$ cat config.mk
export PLATFORM = sky130hd
export DESIGN_NAME = qr_codeword_reader
export DESIGN_NICKNAME = d
export VERILOG_FILES = /design/src/rtl/qr_codeword_reader.sv
export SDC_FILE = /design/constraint.sdc
export NUM_CORES = 1
export LEC_CHECK = 0
export BUFFER_PORTS_ARGS = -buffer_cell sky130_fd_sc_hd__buf_2
export CAP_MARGIN = 20
export CELL_PAD_IN_SITES_DETAIL_PLACEMENT = 1
export CELL_PAD_IN_SITES_GLOBAL_PLACEMENT = 2
export CORE_ASPECT_RATIO = 0.7
export CORE_MARGIN = 5
export CORE_UTILIZATION = 35
export DETAILED_ROUTE_END_ITERATION = 8
export HOLD_SLACK_MARGIN = 0.08
export PLACE_DENSITY = 0.87
export SETUP_SLACK_MARGIN = 0.15
export SLEW_MARGIN = 25
export SYNTH_ARGS = -nofsm -noshare
export SYNTH_HDL_FRONTEND = slang
export SYNTH_SLANG_ARGS = --single-unit
$ cat constraint.sdc
create_clock -name clk_in -period 18.1 [get_ports clk_in]
set_clock_uncertainty 0.1 [all_clocks]
set_input_delay 0 -clock clk_in [delete_from_list [all_inputs] [get_ports clk_in]]
set_output_delay 0 -clock clk_in [all_outputs]
set_load 0.02 [all_outputs]
$ cat src/rtl/qr_codeword_reader.sv
// Version-1 QR codeword reader: captures a 21x21 module matrix, decodes the format
// information, then walks the zigzag data placement emitting 26 unmasked bytes.
module qr_codeword_reader #(
   parameter int CODE_SIZE     = 21,
   parameter int NUM_CODEWORDS = 26
) (
   input  logic                           clk_in,
   input  logic                           rst_in,
   input  logic [CODE_SIZE*CODE_SIZE-1:0] qr_code,
   input  logic                           valid_qr,
   output logic                           busy,
   output logic [1:0]                     ec_level,
   output logic [2:0]                     mask_id,
   output logic                           format_err,
   output logic [7:0]                     codeword_out,
   output logic [4:0]                     codeword_index,
   output logic                           codeword_valid,
   output logic                           done
);

   localparam logic [14:0] FMT_MASK = 15'b101010000010010;

   typedef enum logic [1:0] {S_IDLE, S_FORMAT, S_WALK, S_DONE} state_t;

   state_t r_state;
   state_t w_next_state;

   logic [CODE_SIZE*CODE_SIZE-1:0] r_matrix;
   logic [3:0]  r_pair;
   logic [4:0]  r_row;
   logic        r_side;
   logic [2:0]  r_bit_cnt;
   logic [4:0]  r_cw_cnt;
   logic [7:0]  r_shift;
   logic        r_byte_rdy;

   logic [4:0]  w_col_base;
   logic [4:0]  w_col;
   logic        w_up;
   logic        w_row_end;
   logic        w_last;
   logic        w_func;
   logic        w_mask_hit;
   logic        w_data_bit;
   logic        w_emit;
   logic [14:0] w_copy1;
   logic [14:0] w_copy2;
   logic [1:0]  w_i3;
   logic [1:0]  w_j3;
   logic [2:0]  w_sum;
   logic        w_sum3_zero;
   logic        w_p3_zero;
   logic        w_p3_one;
   logic        w_p2;
   logic        w_s2;

   function automatic logic [8:0] pos(input logic [4:0] r, input logic [4:0] c);
      return 9'(r) * 9'd21 + 9'(c);
   endfunction

   function automatic logic [1:0] mod3(input logic [4:0] v);
      case (v)
         5'd0, 5'd3, 5'd6, 5'd9, 5'd12, 5'd15, 5'd18, 5'd21, 5'd24, 5'd27, 5'd30: mod3 = 2'd0;
         5'd1, 5'd4, 5'd7, 5'd10, 5'd13, 5'd16, 5'd19, 5'd22, 5'd25, 5'd28, 5'd31: mod3 = 2'd1;
         default: mod3 = 2'd2;
      endcase
   endfunction

   // Only the parity of j/3 matters to mask 100.
   function automatic logic div3_odd(input logic [4:0] v);
      case (v)
         5'd3, 5'd4, 5'd5, 5'd9, 5'd10, 5'd11, 5'd15, 5'd16, 5'd17,
         5'd21, 5'd22, 5'd23, 5'd27, 5'd28, 5'd29: div3_odd = 1'b1;
         default: div3_odd = 1'b0;
      endcase
   endfunction

   assign w_copy1 = FMT_MASK ^ {
      r_matrix[pos(5'd8, 5'd0)], r_matrix[pos(5'd8, 5'd1)], r_matrix[pos(5'd8, 5'd2)],
      r_matrix[pos(5'd8, 5'd3)], r_matrix[pos(5'd8, 5'd4)], r_matrix[pos(5'd8, 5'd5)],
      r_matrix[pos(5'd8, 5'd7)], r_matrix[pos(5'd8, 5'd8)], r_matrix[pos(5'd7, 5'd8)],
      r_matrix[pos(5'd5, 5'd8)], r_matrix[pos(5'd4, 5'd8)], r_matrix[pos(5'd3, 5'd8)],
      r_matrix[pos(5'd2, 5'd8)], r_matrix[pos(5'd1, 5'd8)], r_matrix[pos(5'd0, 5'd8)]};

   assign w_copy2 = FMT_MASK ^ {
      r_matrix[pos(5'd20, 5'd8)], r_matrix[pos(5'd19, 5'd8)], r_matrix[pos(5'd18, 5'd8)],
      r_matrix[pos(5'd17, 5'd8)], r_matrix[pos(5'd16, 5'd8)], r_matrix[pos(5'd15, 5'd8)],
      r_matrix[pos(5'd14, 5'd8)], r_matrix[pos(5'd8, 5'd13)], r_matrix[pos(5'd8, 5'd14)],
      r_matrix[pos(5'd8, 5'd15)], r_matrix[pos(5'd8, 5'd16)], r_matrix[pos(5'd8, 5'd17)],
      r_matrix[pos(5'd8, 5'd18)], r_matrix[pos(5'd8, 5'd19)], r_matrix[pos(5'd8, 5'd20)]};

   // Column pairs left of the vertical timing column sit one column further left.
   assign w_col_base = (r_pair < 4'd7) ? 5'd20 - {r_pair, 1'b0} : 5'd19 - {r_pair, 1'b0};
   assign w_col      = w_col_base - {4'd0, r_side};
   assign w_up       = ~r_pair[0];
   assign w_row_end  = w_up ? (r_row == 5'd0) : (r_row == 5'd20);
   assign w_last     = (r_pair == 4'd9) && w_row_end && r_side;

   assign w_func = ((r_row <= 5'd8) && (w_col <= 5'd8))  ||
                   ((r_row <= 5'd8) && (w_col >= 5'd13)) ||
                   ((r_row >= 5'd13) && (w_col <= 5'd8)) ||
                   (r_row == 5'd6);

   assign w_i3        = mod3(r_row);
   assign w_j3        = mod3(w_col);
   assign w_sum       = {1'b0, w_i3} + {1'b0, w_j3};
   assign w_sum3_zero = (w_sum == 3'd0) || (w_sum == 3'd3);
   assign w_p3_zero   = (w_i3 == 2'd0) || (w_j3 == 2'd0);
   assign w_p3_one    = !w_p3_zero && (w_i3 == w_j3);
   assign w_p2        = r_row[0] & w_col[0];
   assign w_s2        = r_row[0] ^ w_col[0];

   always_comb begin
      case (mask_id)
         3'd0:    w_mask_hit = ~w_s2;
         3'd1:    w_mask_hit = ~r_row[0];
         3'd2:    w_mask_hit = (w_j3 == 2'd0);
         3'd3:    w_mask_hit = w_sum3_zero;
         3'd4:    w_mask_hit = ~(r_row[1] ^ div3_odd(w_col));
         3'd5:    w_mask_hit = ~w_p2 & w_p3_zero;
         3'd6:    w_mask_hit = ~(w_p2 ^ w_p3_one);
         default: w_mask_hit = ~(w_s2 ^ w_p3_one);
      endcase
   end

   assign w_data_bit = r_matrix[pos(r_row, w_col)] ^ w_mask_hit;
   assign w_emit     = r_byte_rdy && (r_cw_cnt < 5'(NUM_CODEWORDS));

   // NOTE: every always_comb output gets a default first so no path can infer a latch.
   always_comb begin
      w_next_state = r_state;
      case (r_state)
         S_IDLE:   if (valid_qr) w_next_state = S_FORMAT;
         S_FORMAT: w_next_state = S_WALK;
         S_WALK:   if (w_last) w_next_state = S_DONE;
         default:  w_next_state = S_IDLE;
      endcase
   end

   // NOTE: sequential state uses non-blocking assignments so all registers update together.
   always_ff @(posedge clk_in) begin
      if (rst_in) r_state <= S_IDLE;
      else        r_state <= w_next_state;
   end

   // NOTE: the matrix register is cleared on reset too, so a reset leaves no stale symbol.
   always_ff @(posedge clk_in) begin
      if (rst_in) begin
         r_matrix       <= '0;
         r_pair         <= '0;
         r_row          <= '0;
         r_side         <= 1'b0;
         r_bit_cnt      <= '0;
         r_cw_cnt       <= '0;
         r_shift        <= '0;
         r_byte_rdy     <= 1'b0;
         busy           <= 1'b0;
         ec_level       <= '0;
         mask_id        <= '0;
         format_err     <= 1'b0;
         codeword_out   <= '0;
         codeword_index <= '0;
         codeword_valid <= 1'b0;
         done           <= 1'b0;
      end else begin
         codeword_valid <= 1'b0;
         done           <= 1'b0;
         r_byte_rdy     <= 1'b0;
         case (r_state)
            S_IDLE: begin
               if (valid_qr) begin
                  r_matrix  <= qr_code;
                  busy      <= 1'b1;
                  r_pair    <= '0;
                  r_row     <= 5'd20;
                  r_side    <= 1'b0;
                  r_bit_cnt <= '0;
                  r_cw_cnt  <= '0;
                  r_shift   <= '0;
               end
            end
            S_FORMAT: begin
               ec_level   <= w_copy1[14:13];
               mask_id    <= w_copy1[12:10];
               format_err <= (w_copy1 != w_copy2);
            end
            S_WALK: begin
               if (!w_func) begin
                  r_shift    <= {r_shift[6:0], w_data_bit};
                  r_bit_cnt  <= r_bit_cnt + 3'd1;
                  r_byte_rdy <= (r_bit_cnt == 3'd7);
               end
               if (!r_side) begin
                  r_side <= 1'b1;
               end else begin
                  r_side <= 1'b0;
                  if (w_row_end) begin
                     if (r_pair != 4'd9) r_pair <= r_pair + 4'd1;
                  end else begin
                     r_row <= w_up ? r_row - 5'd1 : r_row + 5'd1;
                  end
               end
            end
            default: begin
               done <= 1'b1;
               busy <= 1'b0;
            end
         endcase
         if (w_emit) begin
            codeword_out   <= r_shift;
            codeword_index <= r_cw_cnt;
            codeword_valid <= 1'b1;
            r_cw_cnt       <= r_cw_cnt + 5'd1;
         end
      end
   end

endmodule
=== After elaboration in Yosys (flattened, before gate mapping) ===
Memories as Yosys holds them, arrays and structs flattened. A register that Yosys moved wholly into a read port is not among the register bits.
Cells that the tools add are included.

* Register bits: 492
* Memory bits (read-only): 160
* Input port bits: 444
* Output and inout bits: 22
* Word-level logic and storage cells: 148
* Memories kept: 3

* Add/subtract/negate cells: 10
* Multipliers: 1
* Magnitude comparators: 7
* Equal/unequal tests: 23
* Muxes and demuxes: 37
* Bitwise gates (word level): 17
* Reductions and logical operators: 33

{| class="wikitable"
|+ Memory list
! memory !! words !! bits a word !! read ports !! clocked after Yosys merged registers in !! wr ports !! line !! RTL
|-
| (no name shown) || 32 || 2 || 1 || 0 || 0 || 62 || <nowiki>case (v)</nowiki>
|-
| (no name shown) || 32 || 2 || 1 || 1 || 0 || 62 ||
|-
| (no name shown) || 32 || 1 || 1 || 0 || 0 || 71 || <nowiki>case (v)</nowiki>
|}

{| class="wikitable"
|+ Operator list
! cell !! number
|-
| 5-bit 2-to-1 mux || 10
|-
| 4-bit 2-to-1 mux || 4
|-
| 8-bit 2-to-1 mux || 2
|-
| 8-bit one-hot mux with 2 select lines || 1
|-
| 15-bit inequality test || 1
|-
| 2-bit inequality test (second input constant) || 7
|-
| 3-bit equality test (second input constant) || 4
|-
| 5-bit by 1-bit adder with 5-bit output (second input constant) || 2
|-
| 5-bit by 4-bit greater-or-equal comparator with 1-bit output (second input constant) || 2
|-
| 5-bit by 4-bit less-or-equal comparator with 1-bit output (second input constant) || 2
|-
| 9-bit by 10-bit < comparator with 1-bit output (second input constant) || 1
|-
| 5-bit inverter || 2
|-
| 5-bit one-hot mux with 2 select lines || 1
|-
| 2-bit AND reduction || 5
|-
| 5-bit subtractor (first input constant) || 2
|-
| 9-bit by 5-bit adder with 9-bit output || 1
|-
| 1-bit binary-select mux with 9-bit select || 1
|-
| 3-bit by 2-bit equality test with 1-bit output (second input constant) || 3
|-
| 5-bit by 5-bit multiplier with 9-bit output (second input constant) || 1
|-
| 1-bit 2-to-1 mux || 8
|-
| 1-bit inverter || 8
|-
| 4-bit one-hot mux with 2 select lines || 1
|-
| 1-bit logical AND || 7
|-
| 1-bit one-hot mux with 7 select lines || 1
|-
| 33 further kinds || 51
|}

=== Longest topological paths before layout ===
An unclocked memory read counts as a cell.

* Word-level depth: 14
* Depth in mapped cells: 27
* Gate-level depth less buffers: 24

=== Worst setup path before layout ===
OpenSTA, ideal clock, no wires.

* Kind: flip-flop to flip-flop
* Start point: register r_pair[0]
* End point: register r_shift[0]
* Library setup time: 0.073 ns
* Arrival time: 5.556 ns
* Setup slack: 12.370 ns
* Cell stages (with the launch flop): 28
* Path buffers: 5
* Cell sequence: dfxtp_1 -> ha_1 -> a21o_1 -> buf_6 -> inv_8 -> ha_1 -> clkbuf_1 -> nor3b_1 -> mux2i_2 -> nand2_1 -> nand2_1 -> ha_1 -> ha_1 -> inv_1 -> fa_1 -> fa_1 -> clkbuf_1 -> clkbuf_1 -> buf_2 -> nand3_1 -> o211ai_1 -> o211ai_1 -> o21ai_0 -> mux2i_1 -> o211a_1 -> a221o_1 -> nand2b_1 -> o211ai_2

* Cells in the longest elaborated chain, start to end: 14
* Elaborated cells between the ends (all ways): 45
* Classes of those cells: 5 x add/sub; 3 x order compare; 3 x eq/ne; 7 x mux; 12 x bitwise; 13 x reduce/logical; 2 x memory

{| class="wikitable"
|+ Ends and longest elaborated chain
! what !! line !! RTL
|-
| start: declaration || 29 || <nowiki>logic [3:0] r_pair;</nowiki>
|-
| start signal: assignment || 198 || <nowiki>if (r_pair != 4'd9) r_pair <= r_pair + 4'd1;</nowiki>
|-
| 5-bit subtractor or 4-bit by 3-bit < comparator with 1-bit output (tied branches) || 93 || <nowiki>assign w_col_base = (r_pair < 4'd7) ? 5'd20 - {r_pair, 1'b0} : 5'd19 - {r_pair, 1'b0};</nowiki>
|-
| 5-bit 2-to-1 mux * || 93 ||
|-
| 5-bit by 1-bit subtractor with 5-bit output * || 94 || <nowiki>assign w_col = w_col_base - {4'd0, r_side};</nowiki>
|-
| branches (longest 11 deep; another with 9-bit by 5-bit adder with 9-bit output) || - ||
|-
| end signal: assignment || 189 || <nowiki>r_shift <= {r_shift[6:0], w_data_bit};</nowiki>
|-
| end: declaration || 34 || <nowiki>logic [7:0] r_shift;</nowiki>
|}

Every way passes the cells marked *. The select of a mux whose other input is x is not followed.
A chain may end at the register's enable or synchronous reset.

=== Final worst setup path ===
Same ends and word-level chain as after synthesis.

==> results.yml <==
sta:
  fin_crit_ns: 7.60
  timing.final.crit_share_pct: 42.0
  rsz0062_at_grt: "no"
  maxSlewHeadroom_pct: 35.9
  worst_pin_slew_ns: 0.961
  setup_tns_ns: 0
  timing.fmax_mhz: 132
  final_max_slew_viol_count: 0
  final-setup-viol-count: 0
  hold_viol: 0
  whs_ns: 0.106
synth:
  synth_flop_cell: "dfxtp_1"
  synth_top_area_cell: "dfxtp_1"
  yosys_warnings: 0
  synth_edf_count: 0
  syn_avg_cell_area_um2: 8.48
  syn_inst: 2692
  synth.cell_area_um2: 22800
  yosys-top-cells-area: "dfxtp_1, nand2_1, mux4_2"
  ys_async_sr_fraction_pct: 0
  syn_nets: 3191
  yosysTopAreaCellShare_pct: 43.3
  ys_seq_elements: 494
  ys_seq_area_share_pct: 43.3
  synth.distinct_cells: 81
cells_and_area:
  area_growth_pct: 51.4
  nNetsFinal: 4220
  nFillCells: 7491
  layout-drive-gt1-share_pct: 19.4
power_and_ir_drop:
  clkPwrFrac_pct: 23.0
  p_leak_nw: 13.9
  powerDensity_nw_per_um2: 143
  peakVddDrop_mv: 0.181
  p_seq_share_pct: 29.3
  p_sw_mw: 2.07
  intPower_mw: 2.89
  switching_share_pct: 41.7
  p_comb_share_pct: 47.7
  design_power_total_mw: 4.95
global_routing:
  antenna_found_initial: 43
  grt_pass1_wl_um: 168000
  grt_max_degree: 232
  grt_overflow: 0
  grt_use_total_pct: 30.6
  first_global_vias: 28200
die:
  io_pins: 466
  dieHeight_um: 224
  die_w_um: 315
  core_area_um2: 64700
  row_count: 78
  start_util_pct: 35.3
  dieArea_um2: 70500
critical_path:
  cp.required_ns: 18.54
  timing.rr.start: "r_pair[0]"
  path_class: "reg -> reg"
  critical_path.max_fanout: 27
  cp-startpoint: "r_pair[0]"
  end_kind: "register"
  critPathArrivalTime_ns: 8.04
  critPathLaunchType: "register"
clocking:
  clock_latency_ns: 0.61
  cts_sinks: 494
  cts_buffers: 50
  clk_pin_slew_worst_paths_ns: 0.07
  h-tree-depth: 2
  clk_path_buf_depth: 3
  cts_tree: "done"
  root_buffer: "clkbuf_16"
routing:
  antenna_left: 0
  routed-via-count: 25400
  drtIter0Drc: 1813
  wl_per_cell_um: 24.1
  post-route-drc-count: 0
  via_per_inst: 5.43
  wl_um: 113000
  firstDrtPassIters: 5
placement:
  portBuffers: 465
  routabilityCongestion: 0.841
  dp_hpwl_um: 60600
min_path:
  hp-start: "qr_code[10]"
  min_path_type: "in -> reg"
outcome:
  status: "finished clean"
flow_run:
  drv_cap: 0
[cell families after synthesis]
group	after synthesis	share of synthesized area, %
compound gates	609	14.9
xor+xnor	34	1.37
fa+ha+maj	57	3.30
buf+inv	254	4.63
flops	494	43.3
mux	158	13.6
simple gates	1086	18.8
[routing by layer]
metal / share of wire (%) / track usage [%] / vias up
met3: 5.5 / 5.69 / 525
met1: 37 / 34.5 / 12600
met2: 49 / 53.2 / 1074
met5: 0.011 / 0 / -
li1: - / - / 11300
met4: 7.8 / 20.5 / 2
[synthesized netlist by cell type (all sizes together) (3+ instances only)]
| cell type | count |
|---|---|
| o2111ai | 4 |
| o211a | 3 |
| a211oi | 12 |
| mux4 | 119 |
| and2 | 4 |
| nand2 | 944 |
| mux2i | 31 |
| a22oi | 19 |
| a21boi | 3 |
| o21ai | 16 |
| o211ai | 10 |
| nor3 | 14 |
| nand3 | 22 |
| fa | 6 |
| inv | 46 |
| mux2 | 8 |
| buf | 36 |
| xor2 | 6 |
| or2 | 4 |
| or3 | 4 |
| clkbuf | 172 |
| ha | 49 |
| nand2b | 7 |
| nor2 | 58 |
| a21o | 5 |
| a22o | 4 |
| xnor2 | 28 |
| o21a | 3 |
| nand4 | 6 |
| nor2b | 9 |
| a221oi | 4 |
| o22ai | 8 |
| a21oi | 491 |
| and3 | 3 |
| dfxtp | 494 |
[worst paths after layout]
check        slack [ns]  depth (start not counted)               to
min                0.11                          4     r_matrix[10]
max               10.50                         23       r_shift[0]
min reg2reg        0.35                          2  codeword_out[4]
max reg2reg       10.50                         23       r_shift[0]
[state kept, by name, indices dropped and copies added, names as in the netlist]
name	cells
r_state	2
r_matrix	441
w_i3	2
format_err	1
r_row	5
codeword_index	5
r_pair	4
mask_id	3
busy	1
r_byte_rdy	1
ec_level	2
r_cw_cnt	5
r_bit_cnt	3
codeword_valid	1
r_side	1
done	1
codeword_out	8
r_shift	8
[what timing repair did]
item,in CTS,in global routing
setup buffers,0,0
hold buffers,702,0
hold endpoints to repair,456,0
gates resized for setup,0,0
[power by group through the flow]
stage / logic (mW) / clock network (mW) / registers, mW
detailed placement: 2.07 / 0 / 1.45
global route: 2.53 / 1.19 / 1.46
floorplan: 1.48 / 0 / 1.39
finish: 2.36 / 1.14 / 1.45
CTS: 2.27 / 1.13 / 1.43
global placement: 2.01 / 0 / 1.44
[cell type report]
cell class / count / area [µm²] / share of cell area (%)
inverters: 46 / 180 / 0.521
clock inverters: 16 / 244 / 0.706
clock buffers: 74 / 1510 / 4.38
well taps: 880 / 1100 / 3.19
repair buffers: 1185 / 9550 / 27.6
flip-flops and latches: 494 / 9890 / 28.6
diodes: 47 / 118 / 0.340
multi-input cells: 1944 / 12000 / 34.6
[through the flow]
step / worst slack [ns] / util [%] / cells / cell area [µm²]
floorplan: 12.37 / - / 2692 / 22800
global placement: 10.84 / 39.6 / 3846 / 25600
detailed placement: 10.57 / 39.6 / 3846 / 25600
CTS: 10.58 / 53.1 / 4638 / 34400
global route: 10.08 / 53.4 / 4683 / 34500
finish: 10.50 / 53.4 / 4686 / 34500
[critical path: stages (launching register included)]
cell      delay (ns)
dfxtp_1         0.82
ha_1            0.34
a21o_1          0.47
inv_8           0.10
ha_1            0.39
nor3b_1         0.23
mux2i_2         0.37
nand2_1         0.12
nand2_1         0.14
ha_1            0.24
ha_1            0.28
inv_1           0.05
fa_1            0.47
fa_2            1.14
nor2b_2         0.63
a22oi_1         0.19
a21oi_1         0.21
a211oi_1        0.09
a31oi_1         0.19
mux2i_1         0.10
o211a_1         0.21
a221o_1         0.29
nand2b_1        0.16
o211ai_2        0.15
[layout by cell type (no fill, tap or decap), types with 8 or more instances in the layout]
cell type / netlist / layout
clkbuf_8: 0 / 13
nor2_1: 58 / 57
a21oi_1: 491 / 491
buf_2: 16 / 464
nor3_1: 12 / 12
a211oi_1: 11 / 11
clkinv_2: 0 / 8
clkbuf_16: 0 / 52
clkbuf_1: 171 / 9
xnor2_1: 26 / 24
mux4_2: 119 / 119
inv_1: 43 / 43
buf_4: 8 / 11
mux2i_1: 28 / 28
mux2_2: 8 / 8
nand2_1: 944 / 943
o21ai_0: 14 / 14
dlygate4sd3_1: 0 / 702
a22oi_1: 19 / 19
ha_1: 49 / 46
o22ai_1: 8 / 8
nand3_1: 21 / 21
diode_2: 0 / 47
dfxtp_1: 494 / 494
o211ai_1: 9 / 9
Power figures use the tool's default switching activity.
